$ cat config.mk
export PLATFORM = sky130hd
export DESIGN_NAME = sprite_line_engine_flat
export DESIGN_NICKNAME = d
export VERILOG_FILES = /design/src/rtl/ppu_pkg.sv /design/src/rtl/sprite_line_engine_if.sv /design/src/rtl/sprite_slot.sv /design/src/rtl/sprite_line_engine.sv /design/src/flat_wrapper.sv
export SDC_FILE = /design/constraint.sdc
export NUM_CORES = 1
export LEC_CHECK = 0
export ABC_CLOCK_PERIOD_IN_PS = 8130
export BUFFER_PORTS_ARGS = -buffer_cell sky130_fd_sc_hd__buf_4
export CELL_PAD_IN_SITES_DETAIL_PLACEMENT = 0
export CELL_PAD_IN_SITES_GLOBAL_PLACEMENT = 1
export CORE_ASPECT_RATIO = 1.25
export CORE_MARGIN = 2
export CORE_UTILIZATION = 24
export CTS_BUF_LIST = sky130_fd_sc_hd__clkbuf_8
export DETAILED_ROUTE_END_ITERATION = 12
export PLACE_DENSITY_LB_ADDON = 0.1
export SLEW_MARGIN = 10
export SYNTH_ARGS = -nofsm -noshare
export SYNTH_HDL_FRONTEND = slang
export SYNTH_SLANG_ARGS = --single-unit
export TNS_END_PERCENT = 100
$ cat constraint.sdc
create_clock -name clk -period 8.13 [get_ports clk]
set_clock_uncertainty 0.05 [all_clocks]
set_input_delay 0.4065 -clock clk [delete_from_list [all_inputs] [get_ports clk]]
set_output_delay 0.4065 -clock clk [all_outputs]
set_load 0.01 [all_outputs]
$ cat src/rtl/ppu_pkg.sv
`default_nettype none
// ============================================================================
// Module   : ppu_pkg
// Purpose  : Shared PPU timing constants, attribute word layout, sprite-evaluator
//            state encoding and pixel-extraction helper.
// Revision : 1.0 - initial release
// ============================================================================
package ppu_pkg;

    localparam int HACTIVE    = 1280;
    localparam int HTOTAL     = 1600;
    localparam int VTOTAL     = 525;
    localparam int EVAL_ABORT = HTOTAL - 2;

    localparam int ATTR_Y_LSB     = 0;
    localparam int ATTR_Y_W       = 10;
    localparam int ATTR_X_LSB     = 10;
    localparam int ATTR_X_W       = 10;
    localparam int ATTR_BASE_LSB  = 20;
    localparam int ATTR_BASE_W    = 8;
    localparam int ATTR_PAL_LSB   = 28;
    localparam int ATTR_PAL_W     = 3;
    localparam int ATTR_HFLIP_BIT = 31;

    typedef enum logic [2:0] {
        IDLE  = 3'd0,
        A_RD  = 3'd1,
        A_CHK = 3'd2,
        S_RD  = 3'd3,
        S_LD  = 3'd4
    } eval_state_t;

    // Pixel p of a sprite row lives in bits [2p+1:2p].
    function automatic logic [1:0] row_pixel(input logic [31:0] row, input logic [3:0] idx);
        return row[{idx, 1'b0} +: 2];
    endfunction

endpackage
`default_nettype wire

$ cat src/rtl/sprite_line_engine_if.sv
`default_nettype none
// ============================================================================
// Module   : sprite_line_engine_if
// Purpose  : Raster timing, attribute/sprite memory bus and pixel outputs of
//            the sprite line engine.
// Revision : 1.0 - initial release
// ============================================================================
interface sprite_line_engine_if #(
    parameter int NUM_ATTRS = 16,
    parameter int PAL_BITS  = 4
);
    localparam int AW = $clog2(NUM_ATTRS);

    logic [10:0]         hcount;
    logic [9:0]          vcount;
    logic [AW-1:0]       attr_addr;
    logic [31:0]         attr_data;
    logic [7:0]          spr_addr;
    logic [31:0]         spr_data;
    logic [PAL_BITS-1:0] color_idx;
    logic                overflow;
    logic                busy;

    modport master (
        input  hcount, vcount, attr_data, spr_data,
        output attr_addr, spr_addr, color_idx, overflow, busy
    );

    modport slave (
        output hcount, vcount, attr_data, spr_data,
        input  attr_addr, spr_addr, color_idx, overflow, busy
    );

endinterface
`default_nettype wire

$ cat src/rtl/sprite_slot.sv
`default_nettype none
// ============================================================================
// Module   : sprite_slot
// Purpose  : One loaded sprite row; reports whether it paints the current
//            column with an opaque pixel and the resulting palette index.
// Revision : 1.0 - initial release
// ============================================================================
module sprite_slot
    import ppu_pkg::*;
#(
    parameter int PAL_BITS = 4
) (
    input  logic                clk,
    input  logic                reset,
    input  logic                clear,
    input  logic                load,
    input  logic [9:0]          load_x,
    input  logic [31:0]         load_row,
    input  logic [2:0]          load_pal,
    input  logic                load_hflip,
    input  logic [9:0]          column,
    output logic                hit,
    output logic [PAL_BITS-1:0] colour
);

    logic        valid;
    logic [9:0]  x;
    logic [31:0] row;
    logic [2:0]  pal;
    logic        hflip;

    logic [10:0] off;
    logic        covers;
    logic [3:0]  idx;
    logic [1:0]  pix;

    always_ff @(posedge clk or posedge reset) begin
        if (reset) begin
            valid <= 1'b0;
            x     <= '0;
            row   <= '0;
            pal   <= '0;
            hflip <= 1'b0;
        end else if (clear) begin
            valid <= 1'b0;
        end else if (load) begin
            valid <= 1'b1;
            x     <= load_x;
            row   <= load_row;
            pal   <= load_pal;
            hflip <= load_hflip;
        end
    end

    // Columns left of x wrap to large unsigned offsets and fall outside 0..15.
    assign off    = {1'b0, column} - {1'b0, x};
    assign covers = valid && (off < 11'd16);
    assign idx    = hflip ? (4'd15 - off[3:0]) : off[3:0];
    assign pix    = row_pixel(row, idx);
    assign hit    = covers && (pix != 2'd0);
    assign colour = PAL_BITS'(pal) + PAL_BITS'(pix);

endmodule
`default_nettype wire

$ cat src/rtl/sprite_line_engine.sv
`default_nettype none
// ============================================================================
// Module   : sprite_line_engine
// Purpose  : Scans the attribute table during horizontal blank, loads the rows
//            of sprites crossing the next line, and composites them per pixel.
// Revision : 1.0 - initial release
// ============================================================================
module sprite_line_engine
    import ppu_pkg::*;
#(
    parameter int NUM_ATTRS   = 16,
    parameter int MAX_VISIBLE = 4,
    parameter int SPRITE_ROWS = 16,
    parameter int PAL_BITS    = 4
) (
    input logic                  clk,
    input logic                  reset,
    sprite_line_engine_if.master bus
);

    localparam int AW = $clog2(NUM_ATTRS);
    localparam int VW = $clog2(MAX_VISIBLE + 1);

    eval_state_t         state;
    logic [AW-1:0]       ac;
    logic [VW-1:0]       vc;
    logic [7:0]          spr_addr_q;
    logic                overflow_q;
    logic [PAL_BITS-1:0] color_q;

    logic [9:0]          target;
    logic [9:0]          a_y;
    logic [9:0]          a_x;
    logic [7:0]          a_base;
    logic [2:0]          a_pal;
    logic                a_hflip;
    logic [10:0]         row_off;
    logic                attr_hit;
    logic                start;
    logic                abort;
    logic                last_attr;
    logic                slot_clear;

    logic [MAX_VISIBLE-1:0] slot_load;
    logic [MAX_VISIBLE-1:0] slot_hit;
    logic [PAL_BITS-1:0]    slot_col [MAX_VISIBLE];
    logic [PAL_BITS-1:0]    pixel;

    assign target  = (bus.vcount == 10'(VTOTAL - 1)) ? 10'd0 : bus.vcount + 10'd1;
    assign a_y     = bus.attr_data[ATTR_Y_LSB +: ATTR_Y_W];
    assign a_x     = bus.attr_data[ATTR_X_LSB +: ATTR_X_W];
    assign a_base  = bus.attr_data[ATTR_BASE_LSB +: ATTR_BASE_W];
    assign a_pal   = bus.attr_data[ATTR_PAL_LSB +: ATTR_PAL_W];
    assign a_hflip = bus.attr_data[ATTR_HFLIP_BIT];

    // 11-bit compare so sprites near y=1023 never wrap onto the top lines.
    assign row_off   = {1'b0, target} - {1'b0, a_y};
    assign attr_hit  = ({1'b0, target} >= {1'b0, a_y}) && (row_off < 11'(SPRITE_ROWS));
    assign start     = (bus.hcount == 11'(HACTIVE));
    assign abort     = (bus.hcount == 11'(EVAL_ABORT));
    assign last_attr = (ac == AW'(NUM_ATTRS - 1));
    assign slot_clear = (state == IDLE) && start;

    always_ff @(posedge clk or posedge reset) begin
        if (reset) begin
            state      <= IDLE;
            ac         <= '0;
            vc         <= '0;
            spr_addr_q <= '0;
            overflow_q <= 1'b0;
        end else if (abort) begin
            state <= IDLE;
        end else begin
            case (state)
                IDLE: begin
                    if (start) begin
                        ac         <= '0;
                        vc         <= '0;
                        overflow_q <= 1'b0;
                        state      <= A_RD;
                    end
                end
                A_RD: state <= A_CHK;
                A_CHK: begin
                    if (attr_hit) begin
                        if (vc == VW'(MAX_VISIBLE)) begin
                            overflow_q <= 1'b1;
                            state      <= IDLE;
                        end else begin
                            spr_addr_q <= a_base + row_off[7:0];
                            state      <= S_RD;
                        end
                    end else if (last_attr) begin
                        state <= IDLE;
                    end else begin
                        ac    <= ac + AW'(1);
                        state <= A_RD;
                    end
                end
                S_RD: state <= S_LD;
                S_LD: begin
                    vc <= vc + VW'(1);
                    if (last_attr) begin
                        state <= IDLE;
                    end else begin
                        ac    <= ac + AW'(1);
                        state <= A_RD;
                    end
                end
                default: state <= IDLE;
            endcase
        end
    end

    for (genvar i = 0; i < MAX_VISIBLE; i++) begin : g_slot
        // attr_addr is held through S_RD/S_LD, so attr_data still describes this sprite.
        assign slot_load[i] = (state == S_LD) && !abort && (vc == VW'(i));

        sprite_slot #(
            .PAL_BITS (PAL_BITS)
        ) u_slot (
            .clk        (clk),
            .reset      (reset),
            .clear      (slot_clear),
            .load       (slot_load[i]),
            .load_x     (a_x),
            .load_row   (bus.spr_data),
            .load_pal   (a_pal),
            .load_hflip (a_hflip),
            .column     (bus.hcount[10:1]),
            .hit        (slot_hit[i]),
            .colour     (slot_col[i])
        );
    end

    always_comb begin
        pixel = '0;
        for (int i = MAX_VISIBLE - 1; i >= 0; i--) begin
            if (slot_hit[i]) begin
                pixel = slot_col[i];
            end
        end
    end

    always_ff @(posedge clk or posedge reset) begin
        if (reset) begin
            color_q <= '0;
        end else begin
            color_q <= (bus.hcount < 11'(HACTIVE)) ? pixel : '0;
        end
    end

    assign bus.attr_addr = ac;
    assign bus.spr_addr  = spr_addr_q;
    assign bus.overflow  = overflow_q;
    assign bus.busy      = (state != IDLE);
    assign bus.color_idx = color_q;

endmodule
`default_nettype wire

$ cat src/flat_wrapper.sv
// flat-port wrapper written by rule: the top's interface ports become plain ports
module sprite_line_engine_flat import ppu_pkg::*;
#(
    parameter int NUM_ATTRS   = 16,
    parameter int MAX_VISIBLE = 4,
    parameter int SPRITE_ROWS = 16,
    parameter int PAL_BITS    = 4
)
  (clk, reset, bus_hcount, bus_vcount, bus_attr_data, bus_spr_data, bus_attr_addr, bus_spr_addr, bus_color_idx, bus_overflow, bus_busy);
  sprite_line_engine_if #(.NUM_ATTRS(NUM_ATTRS), .PAL_BITS(PAL_BITS)) bus_i ();
  input logic clk;
  input logic reset;
  input wire logic [$bits(bus_i.hcount)-1:0] bus_hcount;
  input wire logic [$bits(bus_i.vcount)-1:0] bus_vcount;
  input wire logic [$bits(bus_i.attr_data)-1:0] bus_attr_data;
  input wire logic [$bits(bus_i.spr_data)-1:0] bus_spr_data;
  output wire logic [$bits(bus_i.attr_addr)-1:0] bus_attr_addr;
  output wire logic [$bits(bus_i.spr_addr)-1:0] bus_spr_addr;
  output wire logic [$bits(bus_i.color_idx)-1:0] bus_color_idx;
  output wire logic [$bits(bus_i.overflow)-1:0] bus_overflow;
  output wire logic [$bits(bus_i.busy)-1:0] bus_busy;
  assign bus_i.hcount = bus_hcount;
  assign bus_i.vcount = bus_vcount;
  assign bus_i.attr_data = bus_attr_data;
  assign bus_i.spr_data = bus_spr_data;
  assign bus_attr_addr = bus_i.attr_addr;
  assign bus_spr_addr = bus_i.spr_addr;
  assign bus_color_idx = bus_i.color_idx;
  assign bus_overflow = bus_i.overflow;
  assign bus_busy = bus_i.busy;
  sprite_line_engine #(.NUM_ATTRS(NUM_ATTRS), .MAX_VISIBLE(MAX_VISIBLE), .SPRITE_ROWS(SPRITE_ROWS), .PAL_BITS(PAL_BITS)) u_core (.clk(clk), .reset(reset), .bus(bus_i));
endmodule
==> out/summary.txt <==
Syn_area_per_cell: 11.7 um^2
Post-synthesis cell type count: 74
Die height: 266 um
Final #Nets: 1451
Vias/cell: 4.61
Register area share after synthesis: 0.400
Area delta synth->final: 21.2%
RSZ-0062 raised after global routing: no
Initial core utilization: 0.242
Asr flop ratio synth: 1.00
DRT antenna net count: 0
Tmin final: 4580 ps
Via count: 9440
GR Overflow Total: 0
Share of cells above drive strength 1: 0.330
Drt total wl: 41.6 mm
# H-tree levels: 2
Hold-fix buffers, CTS: 36
Setup WS pre-CTS: 3150 ps
Status: completed
Critical path buffers and inverters: 2
Mux share of post-synthesis cell area: 0.259
Final core utilization: 0.293
Setup_tns: 0 ps
Synth Area in Simple Gates: 0.0884
Synthesized instance count: 1129
Slew @ Worst Pin: 1010 ps
Worst-path clk slew: 60 ps
Final hold vios: 0
Synth area leader: dfrtp_1
Syn Std Cell Area: 0.0132 mm^2
Top cell type's share of synthesized area: 0.400
Detailed Routing Iterations Pass 1: 4
Setup WS post-layout: 3550 ps
Post-synthesis compound-gate area fraction: 0.0916
Post-Synth Adder-Cell Area: 0.0843
IO Pins: 105
Synth warn: 0
Overall Power: 5150 uW
CP max FO: 16
Clock buffer depth: 3
Initial DRC Count: 363
Commonest non-fill, non-tap cell in the layout: dfrtp_1
Crit path max-delay cell type: fa_1
Crit path launch type: flip-flop
Core box area: 0.0547 mm^2
Syn_nets: 1299
Gpl congestion: 0.762
Die Wd: 214 um
Top cell family by delay on the critical path: adder cells
DP HPWL: 30.6 mm
Total die area: 0.0570 mm^2
Clk sinks: 211
Largest net degree at the start of global routing: 91
WS Path Type: flip-flop to flip-flop
Final period util: 0.564
CP required: 8610 ps
Post-CTS Resized: 0
Routed length per instance: 20.3 um
DRC errors left: 0
Most frequent cells in the layout: dfrtp_1, mux2_2, buf_4, inv_1, ha_1
Total GRT Usage: 0.151
Synth area leaders: dfrtp_1, mux2_2, ha_1
Slew Viols, Final: 0
First-pass GRT wire length: 63.4 mm
Root buf cell: clkbuf_8
Synth Area in XOR/XNOR: 0.0388
Most used DFF post-synth: dfrtp_1
Max incr delay on CP: 1030 ps
Rel. slew slack: 0.326
# rows: 96
Worst Setup End Kind: flip-flop
Post-CTS setup buffer count: 0
PwrDens: 321 mW/mm^2
Non-filler cells, final: 2047
Antenna violations before repair: 1
Worst path cell trace: ha_1 > inv_1 > fa_1 > mux4_2 > mux2i_1 > a22o_1 > a221oi_1 > ha_1 > inv_1 > fa_1 > xor2_1 > or4_1 > o211ai_1 > o2111a_1
Placed Cells incl. Taps: 1936
WP data arrival: 5060 ps
Fillers: 5675
Largest family of logic cells by synthesized area: multiplexers
Endpoints failing setup: 0
CTS tree: yes
Worst Hold Class: input port to flip-flop
IO Port Bufs: 104
Fmax: 218 MHz
Max-cap violations: 0
VDD IR max: 0.142 mV
Vias in the first global route: 9959
Lkg Pwr: 0.00744 uW
Register bit total from synthesis: 211
CTS buffer count: 42
Worst skew pair latency: 630 ps
Post-synth EDFFs: 0
==> worst reg2reg max path, stage by stage (launching register included) <==
cell      delay [ps]
dfrtp_1          360
ha_1             170
inv_1             50
fa_1            1030
mux4_2           350
mux2i_1           80
a22o_1           250
a221oi_1         450
ha_1             270
inv_1             60
fa_1             380
xor2_1           150
or4_1            490
o211ai_1         180
o2111a_1         190
==> cell type report <==
cell class                 instances  area (um^2)  area share
multi-input combinational        794         7440       0.465
clock inverter                    21          108     0.00672
tap                              735          920      0.0574
timing repair buffer             149         1210      0.0755
antenna                            1         2.50    0.000156
clock buffer                      53          729      0.0455
sequential                       211         5280       0.330
inverter                          83          324      0.0202
==> Yosys cell counts (all sizes together) (17+ instances only) <==
library cell and count:
xnor2 33, a21oi 46, mux2i 23, buf 23, ha 73, nor2 38, mux4 40, mux2 201
nand3 21, nor2b 19, clkbuf 18, o21ai 35, nand2 44, inv 82, nor3 17, dfrtp 211
==> metrics by stage <==
step | hold slack (ps) | cell area (um^2)
2_1_floorplan | 397 | 13200
3_3_place_gp | 417 | 14800
3_5_place_dp | 415 | 14800
4_1_cts | 0.691 | 16000
5_1_grt | 6.22 | 16000
6_report | 40.9 | 16000
==> where the power goes <==
part	internal (uW)	leakage, uW	switching (uW)
combinational	1130	0.00414	1290
clock	589	0.000486	513
sequential	1380	0.00282	248
==> path summary, 6_finish.rpt <==
check,from,cells past startpoint,end,slack (ps)
worst max-delay path,u_core.g_slot[3].u_slot.x[0],14,u_core.bus.color_idx[2],3550
worst min-delay path,bus_spr_data[17],2,u_core.g_slot[3].u_slot.row[17],40
worst max register to register,u_core.g_slot[3].u_slot.x[0],14,u_core.bus.color_idx[2],3550
worst min register to register,u_core.g_slot[1].u_slot.valid,2,u_core.g_slot[1].u_slot.valid,430
max in group asynchronous,reset,4,u_core.g_slot[1].u_slot.x[5],6120
min in group asynchronous,reset,3,u_core.g_slot[0].u_slot.row[30],400
==> per-layer routing <==
metal	vias up	routed length [um]	global-route usage
met3	63	1250	0.0226
met2	139	21600	0.274
met1	4783	17500	0.179
met5	-	0	0
li1	4455	-	-
met4	0	1270	0.0527
==> logic make-up (layout without fill, tap and decap cells) <==
group	Yosys count	after routing
muxes	264	264
other	0	1
xor gates and xnor gates	50	50
DFF	211	211
buffers and inverters	124	306
and+or+nand+nor	218	218
adders and majority gates	83	83
AOI/OAI and AO/OA	179	179
==> registers in the layout, indices dropped and copies added, names as in the netlist <==
name                        cells
u_core.bus.spr_addr             8
u_core.g_slot.u_slot.row      128
u_core.state                    3
u_core.bus.attr_addr            4
u_core.bus.overflow             1
u_core.g_slot.u_slot.valid      4
u_core.g_slot.u_slot.hflip      4
u_core.g_slot.u_slot.x         40
u_core.bus.color_idx            4
u_core.g_slot.u_slot.pal       12
u_core.vc                       3
(Power assumes the default switching activity.)
